--- config.mk ---
export PLATFORM = sky130hd
export DESIGN_NAME = mux8lut_rr_sequencer
export DESIGN_NICKNAME = d
export VERILOG_FILES = /design/src/rtl/mux8lut_rr_sequencer.sv
export SDC_FILE = /design/constraint.sdc
export NUM_CORES = 1
export LEC_CHECK = 0
export ABC_CLOCK_PERIOD_IN_PS = 9130
export CORE_UTILIZATION = 61
export CTS_BUF_LIST = sky130_fd_sc_hd__clkbuf_2
export DETAILED_ROUTE_END_ITERATION = 16
export PLACE_DENSITY = 0.95
export SETUP_SLACK_MARGIN = 0.3
export SYNTH_ARGS = -nofsm -noshare
export SYNTH_HDL_FRONTEND = slang
export SYNTH_SLANG_ARGS = --single-unit
--- constraint.sdc ---
create_clock -name UserCLK -period 9.13 [get_ports UserCLK]
set_input_delay 0.913 -clock UserCLK [delete_from_list [all_inputs] [get_ports UserCLK]]
set_output_delay 0.913 -clock UserCLK [all_outputs]
set_load 0.01 [all_outputs]
--- src/rtl/mux8lut_rr_sequencer.sv ---
// mux8lut_rr_sequencer
//   Round-robin arbiter that time-shares one MUX8LUT (ConfigBits=2'b11, 8:1
//   mode) among eight requesters on inputs A..H. It grants one owner at a
//   time and drives the mux select so M_AH carries that owner. Each grant is
//   capped at MAX_HOLD cycles. One dead cycle separates consecutive owners so
//   the mux output can settle.
//
// Ports
//   UserCLK  in   user clock, rising edge
//   RST      in   synchronous active-high reset
//   en       in   arbitration enable (gates new grants only)
//   req[7:0] in   request vector, bit i = mux input i (A=0 .. H=7)
//   done     in   single-cycle release pulse from the current owner
//   gnt[7:0] out  one-hot grant, zero when there is no owner
//   gnt_id   out  index of the current or most recent owner
//   busy     out  high while a grant is active
//   S[3:0]   out  MUX8LUT select bus
//   timeout  out  one-cycle pulse after a hold-limit revoke
module mux8lut_rr_sequencer #(
  parameter int MAX_HOLD = 16,
  parameter int HOLD_W   = 8
) (
  input  logic       UserCLK,
  input  logic       RST,
  input  logic       en,
  input  logic [7:0] req,
  input  logic       done,
  output logic [7:0] gnt,
  output logic [2:0] gnt_id,
  output logic       busy,
  output logic [3:0] S,
  output logic       timeout
);

  typedef enum logic [1:0] {IDLE, GRANT, GAP} state_e;

  localparam logic [HOLD_W-1:0] HOLD_LAST = HOLD_W'(MAX_HOLD - 1);
  localparam logic [HOLD_W-1:0] HOLD_ONE  = HOLD_W'(1);

  state_e            state_q, state_d;
  logic [2:0]        gnt_id_q, gnt_id_d;
  logic [3:0]        s_q, s_d;
  logic [HOLD_W-1:0] hold_q, hold_d;
  logic              timeout_q, timeout_d;

  // Rotating priority: scan upward from the slot after the last owner. The
  // i=8 step lands back on the last owner itself, giving it lowest priority.
  logic       pick_vld;
  logic [2:0] pick_id;
  logic [2:0] scan_idx;

  always_comb begin
    pick_vld = 1'b0;
    pick_id  = gnt_id_q;
    scan_idx = gnt_id_q;
    for (int i = 1; i <= 8; i++) begin
      scan_idx = gnt_id_q + 3'(i);
      if (!pick_vld && req[scan_idx]) begin
        pick_vld = 1'b1;
        pick_id  = scan_idx;
      end
    end
  end

  logic rel_done, rel_req, at_limit;

  always_comb begin
    state_d   = state_q;
    gnt_id_d  = gnt_id_q;
    s_d       = s_q;
    hold_d    = hold_q;
    timeout_d = 1'b0;
    rel_done  = done;
    rel_req   = !req[gnt_id_q];
    at_limit  = (hold_q == HOLD_LAST);
    unique case (state_q)
      IDLE: begin
        if (en && pick_vld) begin
          state_d  = GRANT;
          gnt_id_d = pick_id;
          // S[2] is a don't-care in 8:1 mode; tie it low.
          s_d      = {pick_id[2], 1'b0, pick_id[1:0]};
          hold_d   = '0;
        end
      end
      GRANT: begin
        if (rel_done || rel_req || at_limit) begin
          state_d   = GAP;
          hold_d    = '0;
          // Only flag a revoke when the limit was the sole reason to release.
          timeout_d = at_limit && !rel_done && !rel_req;
        end else begin
          hold_d = hold_q + HOLD_ONE;
        end
      end
      GAP:     state_d = IDLE;
      default: state_d = IDLE;
    endcase
  end

  always_ff @(posedge UserCLK) begin
    if (RST) begin
      state_q   <= IDLE;
      gnt_id_q  <= 3'd7;
      s_q       <= 4'b0000;
      hold_q    <= '0;
      timeout_q <= 1'b0;
    end else begin
      state_q   <= state_d;
      gnt_id_q  <= gnt_id_d;
      s_q       <= s_d;
      hold_q    <= hold_d;
      timeout_q <= timeout_d;
    end
  end

  assign busy    = (state_q == GRANT);
  assign gnt     = busy ? (8'd1 << gnt_id_q) : 8'd0;
  assign gnt_id  = gnt_id_q;
  assign S       = s_q;
  assign timeout = timeout_q;

endmodule

==> impl_summary.log, run 1 <==
[metrics] result of the run: complete, no violations
[metrics] number of warnings reported in the yosys synthesis log: 0
[metrics] leading area contributor after synthesis: sky130_fd_sc_hd__mux4_2
[metrics] Setup Total Neg Slack: 0 ns
[metrics] total power density per cell area: a little under 300 nW/µm²
[metrics] first-pass iteration count of the detailed router: 4
[metrics] final total power: around 670 µW
[metrics] register-to-register setup slack: 4.57 ns
[metrics] Die Outline Area: about 3500 µm²
[metrics] Worst Setup Path Type: flop to flop
[metrics] total count of max-transition violations in the final report: 0
[metrics] wire length of the first global-routing pass: around 8200 µm
[metrics] CTS sink count: 17
[metrics] worst hold path stage count: 1
[metrics] buffer levels on the longest clock path: 2
[metrics] relative contribution of the clock network to total power: approximately 5%
[metrics] fraction of power spent switching nets: 49.2%
[metrics] share of power burned in combinational logic: approximately 77%
[metrics] placed wire-length estimate: ~3700 µm
[metrics] Achievable Freq: ~220 MHz
[metrics] area inside the core boundary: just over 3000 µm²
[metrics] Synth Instances: roughly 210
[metrics] post-synthesis average cell area: around 9.5 µm²
[metrics] starting density of the core: about 65%
[metrics] prevailing post-synth register cell: sky130_fd_sc_hd__dfxtp_1
[metrics] die width: ~60 µm
[metrics] Max rail drop VDD: 0.000182 V
[metrics] unrepaired setup endpoints after global routing: no
[metrics] number of antenna violations at the first check in global routing: 0
[metrics] initial DRC count: between 150 and 200
[metrics] number of enable flip-flop cells after synthesis: 0
[metrics] via count of the first global-routing pass: ~1.8k
[metrics] number of failing setup endpoints in the final timing report: 0
[metrics] residual antenna-violating net count after detailed routing: 0
[metrics] final net count: ~250
[metrics] slew at the pin closest to its max-slew limit: 0.842 ns
[metrics] worst-skew pair later-pin latency: ~0.30 ns
[metrics] number of inserted filler cells in the final layout: ~220
[metrics] synthesized netlist net count: roughly 230
[metrics] post_cts resized: 0
[metrics] clock-pin transition on the worst setup and hold timing paths: 0.17 ns
[metrics] antenna diode count: 0
[metrics] portion of the post-synthesis area used by sequential elements: 17.0%
[metrics] Critical Path AT: about 4.8 ns
[metrics] relative slew slack: 43.8%
[metrics] share of layout cells above drive strength 1: a little under a fifth
[metrics] number of standard-cell rows in the floorplan: 20
[metrics] Overflow after GRT: 0
[metrics] gp weighted congestion: approximately 0.97
[metrics] share of flip-flops with an asynchronous set or reset after synthesis: 0%
[metrics] top post-synthesis cells by area: sky130_fd_sc_hd__mux4_2 (21%), sky130_fd_sc_hd__dfxtp_1 (17%), sky130_fd_sc_hd__mux2i_1 (5.5%)
[metrics] DRC violations left: 0
[metrics] final setup slack of the worst path: between 4 and 5 ns
[metrics] Tcrit/Tclk final: about half
[metrics] most frequent cell after synthesis: sky130_fd_sc_hd__mux4_2
[metrics] chip height: a little under 60 µm
[metrics] Critical Path Fanout Max: 20
[metrics] Cell Count Post-Placement: ~270
[metrics] number of max-capacitance violations reported: 0
[metrics] synthesis-to-finish area growth: 12.5%
[metrics] worst min-delay path category: flop to flop
[metrics] cell leakage power: ~0.0008 µW
[metrics] sw power: 331 µW
[metrics] final count of hold timing violations: 0
[metrics] Post-CTS Setup Inserts: 0
[metrics] hold buffer count at cts: 0
[metrics] final critical path time including I/O delays and setup: between 4 and 5 ns
[metrics] number of I/O port buffers: 27
[metrics] total I/O pin count: 29
[metrics] worst clock skew on the final layout: ~0.011 ns
[metrics] global-route usage over all layers: between 30% and 40%
[metrics] largest net degree at the start of global routing: 22
[metrics] number of cell instances on the worst register-to-register path: 8
[metrics] TritonCTS clock tree: built
[metrics] synthesized flop and latch total: 17
[metrics] commonest cells in the netlist: sky130_fd_sc_hd__mux4_2 (19), sky130_fd_sc_hd__dfxtp_1 (17), sky130_fd_sc_hd__a21oi_1 (14), sky130_fd_sc_hd__nor2_1 (14), sky130_fd_sc_hd__nand2_1 (12)
[metrics] routed vias/inst: 6.99
[metrics] startpoint types: flop
[metrics] Cell Area, Synth: 2000 µm²
[metrics] vias after detailed routing: 1894
[metrics] root buffer cell: sky130_fd_sc_hd__clkbuf_2
[metrics] distinct cell type count after synthesis: 57
[metrics] area share of the largest cell type after synthesis: between 20% and 30%
[metrics] post-placement worst setup slack: 4.61 ns
[metrics] sequential cell fraction of total power: between 10% and 20%
[metrics] Total Routed Length: 4950 µm
[metrics] required time of the critical path: slightly above 9 ns
[metrics] Cell Int Power: about 340 µW
[metrics] routed wirelength normalized by instance count: about 18 µm
[metrics] nature of the critical path endpoint: flop
[metrics] Final Non-Filler Cells: around 270
[metrics] CTS H-tree depth: 1
[metrics] clock buffers created by TritonCTS: 3
final cells by class:
type	instances	area, µm²	share of cell area, %
clock inverter	1	5.00	0.222
tap	44	55.1	2.44
clock buffer	3	15.0	0.666
multi-input combinational	174	1550	68.8
sequential	17	340	15.1
timing repair buffer	27	270	12.0
inverter	5	18.8	0.832
registers in the layout, indices dropped and copies added (netlist names):
name / count
state_q: 2
S: 3
hold_q: 8
timeout: 1
gnt_id: 3
cell usage in the layout, fill, tap and decap left out, types with 4 or more instances in the layout:
| cell type | instances |
|---|---|
| sky130_fd_sc_hd__a211oi_1 | 5 |
| sky130_fd_sc_hd__a21oi_1 | 14 |
| sky130_fd_sc_hd__and2_1 | 4 |
| sky130_fd_sc_hd__and3_1 | 9 |
| sky130_fd_sc_hd__clkdlybuf4s50_1 | 27 |
| sky130_fd_sc_hd__dfxtp_1 | 17 |
| sky130_fd_sc_hd__ha_1 | 8 |
| sky130_fd_sc_hd__mux2_2 | 4 |
| sky130_fd_sc_hd__mux2i_1 | 11 |
| sky130_fd_sc_hd__mux4_2 | 19 |
| sky130_fd_sc_hd__nand2_1 | 12 |
| sky130_fd_sc_hd__nand3_1 | 6 |
| sky130_fd_sc_hd__nor2_1 | 14 |
| sky130_fd_sc_hd__nor2b_1 | 5 |
| sky130_fd_sc_hd__nor3_1 | 5 |
| sky130_fd_sc_hd__o21ai_0 | 5 |
per-stage QoR:
stage	area [µm²]	hold WS [ns]	util, %
finish	2250	0.504	73.3
global route	2250	0.527	73.3
floorplan	2000	0.448	-
global placement	2230	0.466	72.6
CTS	2250	0.502	73.3
detailed placement	2230	0.476	72.6
cell families after synthesis:
family                     synth area share [%]
DFF                                        17.0
and+or+nand+nor                            20.8
muxes                                      31.3
AOI/OAI and AO/OA                          19.2
other                                     0.187
buffers and inverters                      5.68
xor gates and xnor gates                  0.874
adders and majority gates                  4.99
worst paths after layout:
check / from / endpoint
worst max-delay path: gnt_id[1] / hold_q[7]
worst min-delay path: hold_q[7] / hold_q[7]
worst min register to register: hold_q[7] / hold_q[7]
worst max register to register: gnt_id[1] / hold_q[7]
critical path, cell delays in order (launching register included):
cell	delay, ns
sky130_fd_sc_hd__dfxtp_1	0.90
sky130_fd_sc_hd__inv_1	0.30
sky130_fd_sc_hd__ha_1	0.89
sky130_fd_sc_hd__mux4_2	0.63
sky130_fd_sc_hd__mux2i_4	0.28
sky130_fd_sc_hd__or4b_4	0.53
sky130_fd_sc_hd__o31ai_4	0.53
sky130_fd_sc_hd__nand2_1	0.15
sky130_fd_sc_hd__a311oi_1	0.26
layer usage:
layer  GRT usage (%)  wire length (µm)  share of wire (%)  vias up
li1                -                 -                  -      871
met1            39.5              1890                 38      914
met2            54.6              2570                 52       98
met3            3.93               410                8.3       11
met4            10.9                76                1.5        0
met5               0                 0                  0        -
power groups by stage:
stage	clock network [µW]	logic, µW	registers (µW)
final	33.8	517	121
after global routing	38.7	560	126
after CTS	34.7	509	122
after detailed placement	0	508	123
after global placement	0	489	122
after floorplan	0	420	102
Note: power is estimated with default switching activity, not from simulation.
==> run 2: changes to the inputs <==
- ABC_CLOCK_PERIOD_IN_PS: 9130 -> 4500
- CORE_UTILIZATION: 61 -> 57
- PLACE_DENSITY: 0.95 -> 0.9
- clock period: 9.13 -> 4.5 ns (I/O delays scaled with it)
==> run 2 against run 1 <==
Against the previous run: via count shrank 2.2%; global-route usage fell by 3.9 points; die area grew 6.8%; routed wire length shrank 1.8%; fmax grew 29%; clock power up 110%; critical path type unchanged; critical endpoint is now hold_q[6]; largest cell class unchanged.
==> impl_summary.log, run 2 (same netlist as run 1, synthesis figures left out) <==
[metrics] antenna diode count: 0
[metrics] clock-pin transition on the worst setup and hold timing paths: 0.17 ns
[metrics] first-pass iteration count of the detailed router: 4
[metrics] routed vias/inst: 6.69
[metrics] vias after detailed routing: roughly 1.9k
[metrics] result of the run: complete, no violations
[metrics] Max rail drop VDD: 0.000365 V
[metrics] number of max-capacitance violations reported: 0
[metrics] nature of the critical path endpoint: flop
[metrics] placed wire-length estimate: roughly 3600 µm
[metrics] Largest register FFs: 8
[metrics] TritonCTS clock tree: built
[metrics] total power density per cell area: roughly 600 nW/µm²
[metrics] total I/O pin count: 29
[metrics] worst hold path stage count: 1
[metrics] die width: between 60 and 70 µm
[metrics] worst-skew pair later-pin latency: around 0.30 ns
[metrics] required time of the critical path: around 4.7 ns
[metrics] worst clock skew on the final layout: 0.00137 ns
[metrics] Critical Path AT: around 3.8 ns
[metrics] post_cts resized: 0
[metrics] hold buffer count at cts: 0
[metrics] DRC violations left: 0
[metrics] Overflow after GRT: 0
[metrics] unrepaired setup endpoints after global routing: no
[metrics] final total power: between 1000 and 1500 µW
[metrics] Total Routed Length: between 4000 and 5000 µm
[metrics] Die Outline Area: roughly 3800 µm²
[metrics] Achievable Freq: around 280 MHz
[metrics] CTS sink count: 17
[metrics] number of I/O port buffers: 27
[metrics] number of inserted filler cells in the final layout: 290
[metrics] initial DRC count: ~190
[metrics] CTS H-tree depth: 1
[metrics] relative slew slack: roughly 50%
[metrics] Post-CTS Setup Inserts: 0
[metrics] final net count: ~250
[metrics] via count of the first global-routing pass: 1653
[metrics] residual antenna-violating net count after detailed routing: 0
[metrics] share of layout cells above drive strength 1: about a fifth
[metrics] cell leakage power: a little over 0.0008 µW
[metrics] area of the multi-input gates: roughly 1600 µm²
[metrics] final critical path time including I/O delays and setup: 3.54 ns
[metrics] Largest Register: hold_q
[metrics] Post-Route Utilization: between 60% and 70%
[metrics] global-route usage over all layers: between 20% and 30%
[metrics] slew at the pin closest to its max-slew limit: 0.743 ns
[metrics] sequential cell area: 340 µm²
[metrics] Setup Total Neg Slack: 0 ns
[metrics] final count of hold timing violations: 0
[metrics] chip height: 61.3 µm
[metrics] root buffer cell: sky130_fd_sc_hd__clkbuf_2
[metrics] synthesis-to-finish area growth: 14.1%
[metrics] clock buffers created by TritonCTS: 3
[metrics] worst min-delay path category: flop to flop
[metrics] number of cell instances on the worst register-to-register path: 8
[metrics] most frequent cells in the layout: sky130_fd_sc_hd__clkdlybuf4s50_1 (27), sky130_fd_sc_hd__mux4_2 (19), sky130_fd_sc_hd__dfxtp_1 (17)
[metrics] number of standard-cell rows in the floorplan: 21
[metrics] largest net degree at the start of global routing: 22
[metrics] total count of max-transition violations in the final report: 0
[metrics] most common cell after layout, fill and taps aside: sky130_fd_sc_hd__clkdlybuf4s50_1
[metrics] starting density of the core: roughly 60%
[metrics] startpoint types: flop
[metrics] Worst Setup Path Type: flop to flop
[metrics] number of antenna violations at the first check in global routing: 0
[metrics] gp weighted congestion: 0.953
[metrics] buffer levels on the longest clock path: 2
[metrics] number of failing setup endpoints in the final timing report: 0
[metrics] routed wirelength normalized by instance count: 17.6 µm
[metrics] area inside the core boundary: 3360 µm²
[metrics] wire length of the first global-routing pass: between 7000 and 8000 µm
[metrics] Tcrit/Tclk final: just under 80%
[metrics] Critical Path Fanout Max: 13
-- run 2: cell count changes in the layout (fill, tap and decap cells not counted), sizes merged --
| cell | before | now |
|---|---|---|
| buf | 0 | 4 |
-- run 2: power breakdown --
part,leakage (µW),internal [µW],switching (µW),total (µW)
Combinational,0.000669,513,604,1120
Sequential,0.000138,176,13.2,189
Clock,0.0000164,20.1,51.1,71.3
Total,0.000824,709,668,1380
-- run 2: critical path: stages (launching register included) --
cell	delay, ns
sky130_fd_sc_hd__dfxtp_1	0.36
sky130_fd_sc_hd__inv_2	0.23
sky130_fd_sc_hd__ha_1	0.44
sky130_fd_sc_hd__xor2_1	0.55
sky130_fd_sc_hd__mux2_2	0.43
sky130_fd_sc_hd__or4b_4	0.54
sky130_fd_sc_hd__o31ai_4	0.50
sky130_fd_sc_hd__nand2_1	0.14
sky130_fd_sc_hd__a311oi_1	0.26
-- run 2: routing by layer --
metal	wire length [µm]	track usage [%]	share of wire (%)	up-vias
li1	-	-	-	873
met1	2090	35.8	43	895
met2	2440	48.4	50	77
met3	265	2.94	5.4	8
met4	68	6.82	1.4	0
met5	0	0	0	-
-- run 2: final timing paths --
kind | startpoint | to | slack [ns]
hold reg to reg | hold_q[7] | hold_q[7] | 0.50
setup reg to reg | gnt_id[0] | hold_q[6] | 0.96
setup / recovery | gnt_id[0] | hold_q[6] | 0.96
hold / removal | hold_q[7] | hold_q[7] | 0.50
-- run 2: final cells by class --
cell class | count | area share, %
timing repair buffer | 31 | 13.1
tap | 46 | 2.52
multi-input combinational | 174 | 67.8
sequential | 17 | 14.9
clock buffer | 3 | 0.656
clock inverter | 1 | 0.219
inverter | 5 | 0.821
-- run 2: through the flow --
| stage | hold WS (ns) | instance area, µm² | std cells | setup slack (ns) |
|---|---|---|---|---|
| after floorplan | 0.448 | 2000 | 211 | 1.02 |
| after global placement | 0.470 | 2270 | 273 | 1.07 |
| after detailed placement | 0.482 | 2270 | 273 | 0.997 |
| after CTS | 0.503 | 2290 | 277 | 0.961 |
| after global routing | 0.527 | 2290 | 277 | 0.707 |
| final | 0.497 | 2290 | 277 | 0.962 |
